===== src/rtl/rtc_access_scheduler.sv =====
// Scheduler for the RTC bus engine: periodic 9-register refresh bursts plus prioritised single writes.
// Optional macro RTC_TIMEOUT_EN adds a bus_done watchdog with a sticky bus_err flag.
module rtc_access_scheduler #(
    parameter int         REFRESH_DIV = 100000,
    parameter logic [7:0] ADDR_TIME   = 8'h21,
    parameter logic [7:0] ADDR_DATE   = 8'h24,
    parameter logic [7:0] ADDR_CRONO  = 8'h41
`ifdef RTC_TIMEOUT_EN
    , parameter int       TIMEOUT     = 4095
`endif
) (
    input  logic       reloj_nexys,
    input  logic       reset_total,
    input  logic       wr_req,
    input  logic [7:0] wr_addr,
    input  logic [7:0] wr_data,
    output logic       wr_ack,
    output logic       bus_start,
    output logic       bus_rw,
    output logic [7:0] bus_addr,
    output logic [7:0] bus_wdata,
    input  logic [7:0] bus_rdata,
    input  logic       bus_done,
    output logic [7:0] h_oro,
    output logic [7:0] m_oro,
    output logic [7:0] s_oro,
    output logic [7:0] giorno,
    output logic [7:0] messe,
    output logic [7:0] agno,
    output logic [7:0] ora,
    output logic [7:0] minute,
    output logic [7:0] secondo,
    output logic       snap_valid,
    output logic       bus_err
);

    localparam int CNT_W = $clog2(REFRESH_DIV);

    typedef enum logic [2:0] {IDLE, RD_ISSUE, RD_WAIT, COMMIT, WR_ISSUE, WR_WAIT} state_t;

    state_t           state_reg;
    logic [3:0]       idx_reg;
    logic [CNT_W-1:0] refresh_cnt_reg;
    logic             refresh_pend_reg;
    logic             bus_start_reg;
    logic             bus_rw_reg;
    logic [7:0]       bus_addr_reg;
    logic [7:0]       bus_wdata_reg;
    logic             wr_ack_reg;
    logic             snap_valid_reg;
    logic [7:0]       shadow_reg [0:7];
    logic [7:0]       snap_reg   [0:8];
    logic [7:0]       addr_table [0:8];

    logic refresh_wrap;
    logic write_wanted;
    logic take_refresh;
    logic rd_capture;
    logic rd_commit;
    logic timed_out;

    // Burst order: time s/m/h, date d/mo/y, chrono s/m/h.
    genvar gi;
    generate
        for (gi = 0; gi < 9; gi++) begin : g_addr_table
            localparam logic [7:0] BASE = (gi < 3) ? ADDR_TIME :
                                          (gi < 6) ? ADDR_DATE : ADDR_CRONO;
            assign addr_table[gi] = BASE + 8'(gi % 3);
        end
    endgenerate

    // A write seen in the wr_ack cycle is the one just completed, not a new one.
    assign write_wanted = wr_req && !wr_ack_reg;
    assign refresh_wrap = (refresh_cnt_reg == CNT_W'(REFRESH_DIV - 1));
    assign take_refresh = (state_reg == IDLE) && !write_wanted && refresh_pend_reg;
    assign rd_capture   = (state_reg == RD_WAIT) && bus_done;
    assign rd_commit    = rd_capture && (idx_reg == 4'd8);

    always_ff @(posedge reloj_nexys) begin
        if (reset_total) begin
            refresh_cnt_reg  <= '0;
            refresh_pend_reg <= 1'b0;
        end else begin
            refresh_cnt_reg <= refresh_wrap ? '0 : refresh_cnt_reg + 1'b1;
            if (refresh_wrap)
                refresh_pend_reg <= 1'b1;
            else if (take_refresh)
                refresh_pend_reg <= 1'b0;
        end
    end

`ifdef RTC_TIMEOUT_EN
    localparam int TMO_W = $clog2(TIMEOUT + 1);

    logic [TMO_W-1:0] wait_cnt_reg;
    logic             bus_err_reg;
    logic             in_wait;

    assign in_wait   = (state_reg == RD_WAIT) || (state_reg == WR_WAIT);
    assign timed_out = in_wait && !bus_done && (wait_cnt_reg == TMO_W'(TIMEOUT - 1));
    assign bus_err   = bus_err_reg;

    always_ff @(posedge reloj_nexys) begin
        if (reset_total) begin
            wait_cnt_reg <= '0;
            bus_err_reg  <= 1'b0;
        end else begin
            if (in_wait && !bus_done && !timed_out)
                wait_cnt_reg <= wait_cnt_reg + 1'b1;
            else
                wait_cnt_reg <= '0;
            if (timed_out)
                bus_err_reg <= 1'b1;
        end
    end
`else
    assign timed_out = 1'b0;
    assign bus_err   = 1'b0;
`endif

    always_ff @(posedge reloj_nexys) begin
        if (reset_total) begin
            state_reg      <= IDLE;
            idx_reg        <= 4'd0;
            bus_start_reg  <= 1'b0;
            bus_rw_reg     <= 1'b0;
            bus_addr_reg   <= 8'h00;
            bus_wdata_reg  <= 8'h00;
            wr_ack_reg     <= 1'b0;
            snap_valid_reg <= 1'b0;
        end else begin
            bus_start_reg  <= 1'b0;
            wr_ack_reg     <= 1'b0;
            snap_valid_reg <= 1'b0;
            case (state_reg)
                IDLE: begin
                    if (write_wanted) begin
                        state_reg     <= WR_ISSUE;
                        bus_start_reg <= 1'b1;
                        bus_rw_reg    <= 1'b0;
                        bus_addr_reg  <= wr_addr;
                        bus_wdata_reg <= wr_data;
                    end else if (refresh_pend_reg) begin
                        state_reg     <= RD_ISSUE;
                        idx_reg       <= 4'd0;
                        bus_start_reg <= 1'b1;
                        bus_rw_reg    <= 1'b1;
                        bus_addr_reg  <= addr_table[0];
                    end
                end
                RD_ISSUE: state_reg <= RD_WAIT;
                RD_WAIT: begin
                    if (timed_out) begin
                        state_reg <= IDLE;
                    end else if (bus_done) begin
                        if (idx_reg == 4'd8) begin
                            state_reg      <= COMMIT;
                            snap_valid_reg <= 1'b1;
                        end else begin
                            state_reg     <= RD_ISSUE;
                            idx_reg       <= idx_reg + 4'd1;
                            bus_start_reg <= 1'b1;
                            bus_addr_reg  <= addr_table[idx_reg + 4'd1];
                        end
                    end
                end
                COMMIT:   state_reg <= IDLE;
                WR_ISSUE: state_reg <= WR_WAIT;
                WR_WAIT: begin
                    // An abandoned write still acknowledges so the requester lets go.
                    if (bus_done || timed_out) begin
                        state_reg  <= IDLE;
                        wr_ack_reg <= 1'b1;
                    end
                end
                default: state_reg <= IDLE;
            endcase
        end
    end

    // The last read goes straight into the snapshot so all nine values change together.
    always_ff @(posedge reloj_nexys) begin
        if (reset_total) begin
            for (int i = 0; i < 8; i++) shadow_reg[i] <= 8'h00;
            for (int i = 0; i < 9; i++) snap_reg[i] <= 8'h00;
        end else begin
            if (rd_capture && !idx_reg[3])
                shadow_reg[idx_reg[2:0]] <= bus_rdata;
            if (rd_commit) begin
                for (int i = 0; i < 8; i++) snap_reg[i] <= shadow_reg[i];
                snap_reg[8] <= bus_rdata;
            end
        end
    end

    assign bus_start  = bus_start_reg;
    assign bus_rw     = bus_rw_reg;
    assign bus_addr   = bus_addr_reg;
    assign bus_wdata  = bus_wdata_reg;
    assign wr_ack     = wr_ack_reg;
    assign snap_valid = snap_valid_reg;
    assign s_oro      = snap_reg[0];
    assign m_oro      = snap_reg[1];
    assign h_oro      = snap_reg[2];
    assign giorno     = snap_reg[3];
    assign messe      = snap_reg[4];
    assign agno       = snap_reg[5];
    assign secondo    = snap_reg[6];
    assign minute     = snap_reg[7];
    assign ora        = snap_reg[8];

endmodule


===== config.mk =====
export PLATFORM = sky130hd
export DESIGN_NAME = rtc_access_scheduler
export DESIGN_NICKNAME = d
export VERILOG_FILES = /design/src/rtl/rtc_access_scheduler.sv
export SDC_FILE = /design/constraint.sdc
export NUM_CORES = 1
export LEC_CHECK = 0
export CORE_UTILIZATION = 60
export CTS_BUF_LIST = sky130_fd_sc_hd__clkbuf_16
export DETAILED_ROUTE_END_ITERATION = 12
export DONT_BUFFER_PORTS = 1
export GPL_ROUTABILITY_DRIVEN = 0
export GPL_TIMING_DRIVEN = 0
export PLACE_DENSITY = 0.79
export REMOVE_ABC_BUFFERS = 1
export SETUP_SLACK_MARGIN = 0.1
export SLEW_MARGIN = 15
export SYNTH_ARGS = -nofsm -noshare
export SYNTH_HDL_FRONTEND = slang
export SYNTH_SLANG_ARGS = --single-unit
export TNS_END_PERCENT = 10

===== constraint.sdc =====
create_clock -name reloj_nexys -period 4.3 [get_ports reloj_nexys]
set_input_delay 0.86 -clock reloj_nexys [delete_from_list [all_inputs] [get_ports reloj_nexys]]
set_output_delay 0.86 -clock reloj_nexys [all_outputs]
set_load 0.005 [all_outputs]

==> metrics <==
status=finished, violations left; failing checks=DRC; r2r endpoint=shadow_reg[3][3]; Post-Synthesis Cells=553; MaxCap Viol Count=0; core area=11600 um^2; Worst setup SP type=flop; Synth Area in XOR/XNOR=1.80%; reg2reg setup slack=1.56 ns; final hold violation count=0; share of layout cells above drive strength 1=9.04%; pwr/cell area=459 nW/um^2; post-CTS setup buffers=0; # rows=39; register bit count reported by yosys=181; # hold bufs at CTS=0; CP Capture Type=flop; worst-skew pair later-pin latency=0.43 ns; area grow syn2layout=9.93%; via count=4062; final setup violation count=0; Die X=112 um; Post-Synthesis Cell Area=7290 um^2; max reg flops=72; antenna cells=0; final worst setup slack=1.56 ns; critical path peak fanout=16; most common cell after layout, fill and taps aside=and2_1; DP Worst Slack=1.38 ns; Worst Tran Pin Value=1.09 ns; skew final=0.0108 ns; first-pass GRT wire length=20200 um; clock sink count=181; mux share of post-synthesis cell area=0.155%; commonest cells after routing, fill and taps aside=and2_1, edfxtp_1, dfxtp_1; drt total wl=12900 um; Required @ worst endpoint=4.34 ns; # IOs=121; die area=12600 um^2; Routed WL per cell=18.3 um; Synth Area in Simple Gates=22.5%; vias in the first global route=3870; GRT Overall Usage=21.7%; CTS clk-pin slew, worst paths=0.06 ns; yosys warns=0; syn_area_per_cell=13.2 um^2; critical path type=reg2reg; clock root cell=clkbuf_16; Slew Viols, Final=0; fin crit period=2.74 ns; Fill cells=776; worst vdd ir=0.000236 V; grt total ovfl=0; number of synthesized flops with an enable pin=136; ys async rst share=0%; port bufs=0; CTS tree=built; synth unique cells=57; hold crit path type=reg2reg; path depth of the worst reg2reg path=3; TNS Setup=0 ns; f_max=365 MHz; CP startpoint=state_reg[1]; H-tree Lvls=4; RSZ-0062 raised after global routing=no; drt drc=11; Synth Area in Adders=0.687%; DP HPWL=8350 um; DR iter-0 viols=302; register area share after synthesis=68.4%; initial antenna violation count=0; Routed Antenna Nets=0; Num CTS Buffers=17; post-cts resize count=0; deepest clock path buffer count=2; Pleak=0.00285 uW; CP arrival=2.79 ns; Die Height=112 um; largest net degree at the start of global routing=52; worst rel slew slack=26.5%; compound-gate portion of the synthesized area=4.57%; nets=585; main flop type after synthesis=edfxtp_1; TritonRoute pass-1 iters=9; largest family of logic cells by synthesized area=simple AND/OR/NAND/NOR gates; worst r2r src=state_reg[1]; Worst Setup EP=shadow_reg[3][3]; fin crit share=63.8%; Vias/cell=5.75; Initial Util=62.7%
==> Yosys cell counts, drive strengths merged (3+ instances only) <==
library cell,instances,area share [%]
a2111oi,3,0.36
a21oi,25,1.7
and2,137,12
buf,6,0.62
clkbuf,16,0.82
dfxtp,45,12
edfxtp,136,56
ha,4,0.69
inv,8,0.41
nand2,27,1.4
nand2b,6,0.52
nand3,18,1.2
nand4,9,0.77
nor2,24,1.3
nor3,13,1.4
nor4,7,1.1
o21ai,8,0.55
or2,9,0.81
or3,3,0.33
xnor2,10,1.2
xor2,5,0.60
==> kinds of logic after synthesis <==
logic type,Yosys count
AND/OR/NAND/NOR,269
flip-flops,181
AO/OA/AOI/OAI,52
buffers and inverters,30
XOR/XNOR,15
adder cells (fa/ha/maj),4
other,1
multiplexers,1
==> per-layer routing <==
metal	wire, um	GRT usage [%]	vias to the layer above
li1	-	-	1958
met1	5350	26.5	1939
met2	6450	36.3	153
met3	948	6.86	12
met4	172	8.09	0
met5	0	0	-
==> through the flow <==
step / total power (uW) / std cells / hold slack [ns] / instance area, um^2 / util (%)
2_1_floorplan: 2130 / 531 / 0.426 / 7180 / -
3_3_place_gp: 2170 / 674 / 0.438 / 7360 / 63.4
3_5_place_dp: 2180 / 677 / 0.451 / 7420 / 63.9
4_1_cts: 3690 / 707 / 0.466 / 8010 / 69.0
5_1_grt: 3780 / 707 / 0.477 / 8010 / 69.0
6_report: 3680 / 707 / 0.460 / 8010 / 69.0
==> cell type report <==
type	instances	area, um^2	area share (%)
well taps	143	179	2.23
clock buffers	17	425	5.31
inverters	8	30.0	0.375
repair buffers	3	50.0	0.625
clock inverters	13	160	2.00
multi-input cells	342	2180	27.2
flip-flops and latches	181	4980	62.2
==> worst min path at each step <==
stage	slack [ns]	end	cells past startpoint	from
6_report	0.46	refresh_cnt_reg[0]	1	refresh_cnt_reg[0]
5_1_grt	0.48	bus_addr[0]	1	reset_total
4_1_cts	0.47	refresh_cnt_reg[0]	1	refresh_cnt_reg[0]
3_5_place_dp	0.45	refresh_cnt_reg[0]	1	refresh_cnt_reg[0]
3_3_place_gp	0.44	refresh_cnt_reg[0]	1	refresh_cnt_reg[0]
2_1_floorplan	0.43	refresh_cnt_reg[0]	1	refresh_cnt_reg[0]
==> power breakdown <==
group	total [uW]	switching, uW	internal (uW)
Combinational	153	105	47.4
Clock	1530	627	906
Sequential	1990	49.4	1940
==> worst max-delay path, cell delays in order (launching register included) <==
cell,delay [ns]
dfxtp_1,0.62
or3b_1,0.52
or3_4,0.40
o21ai_0,0.82
No activity file was read; power rests on OpenSTA's default activity.
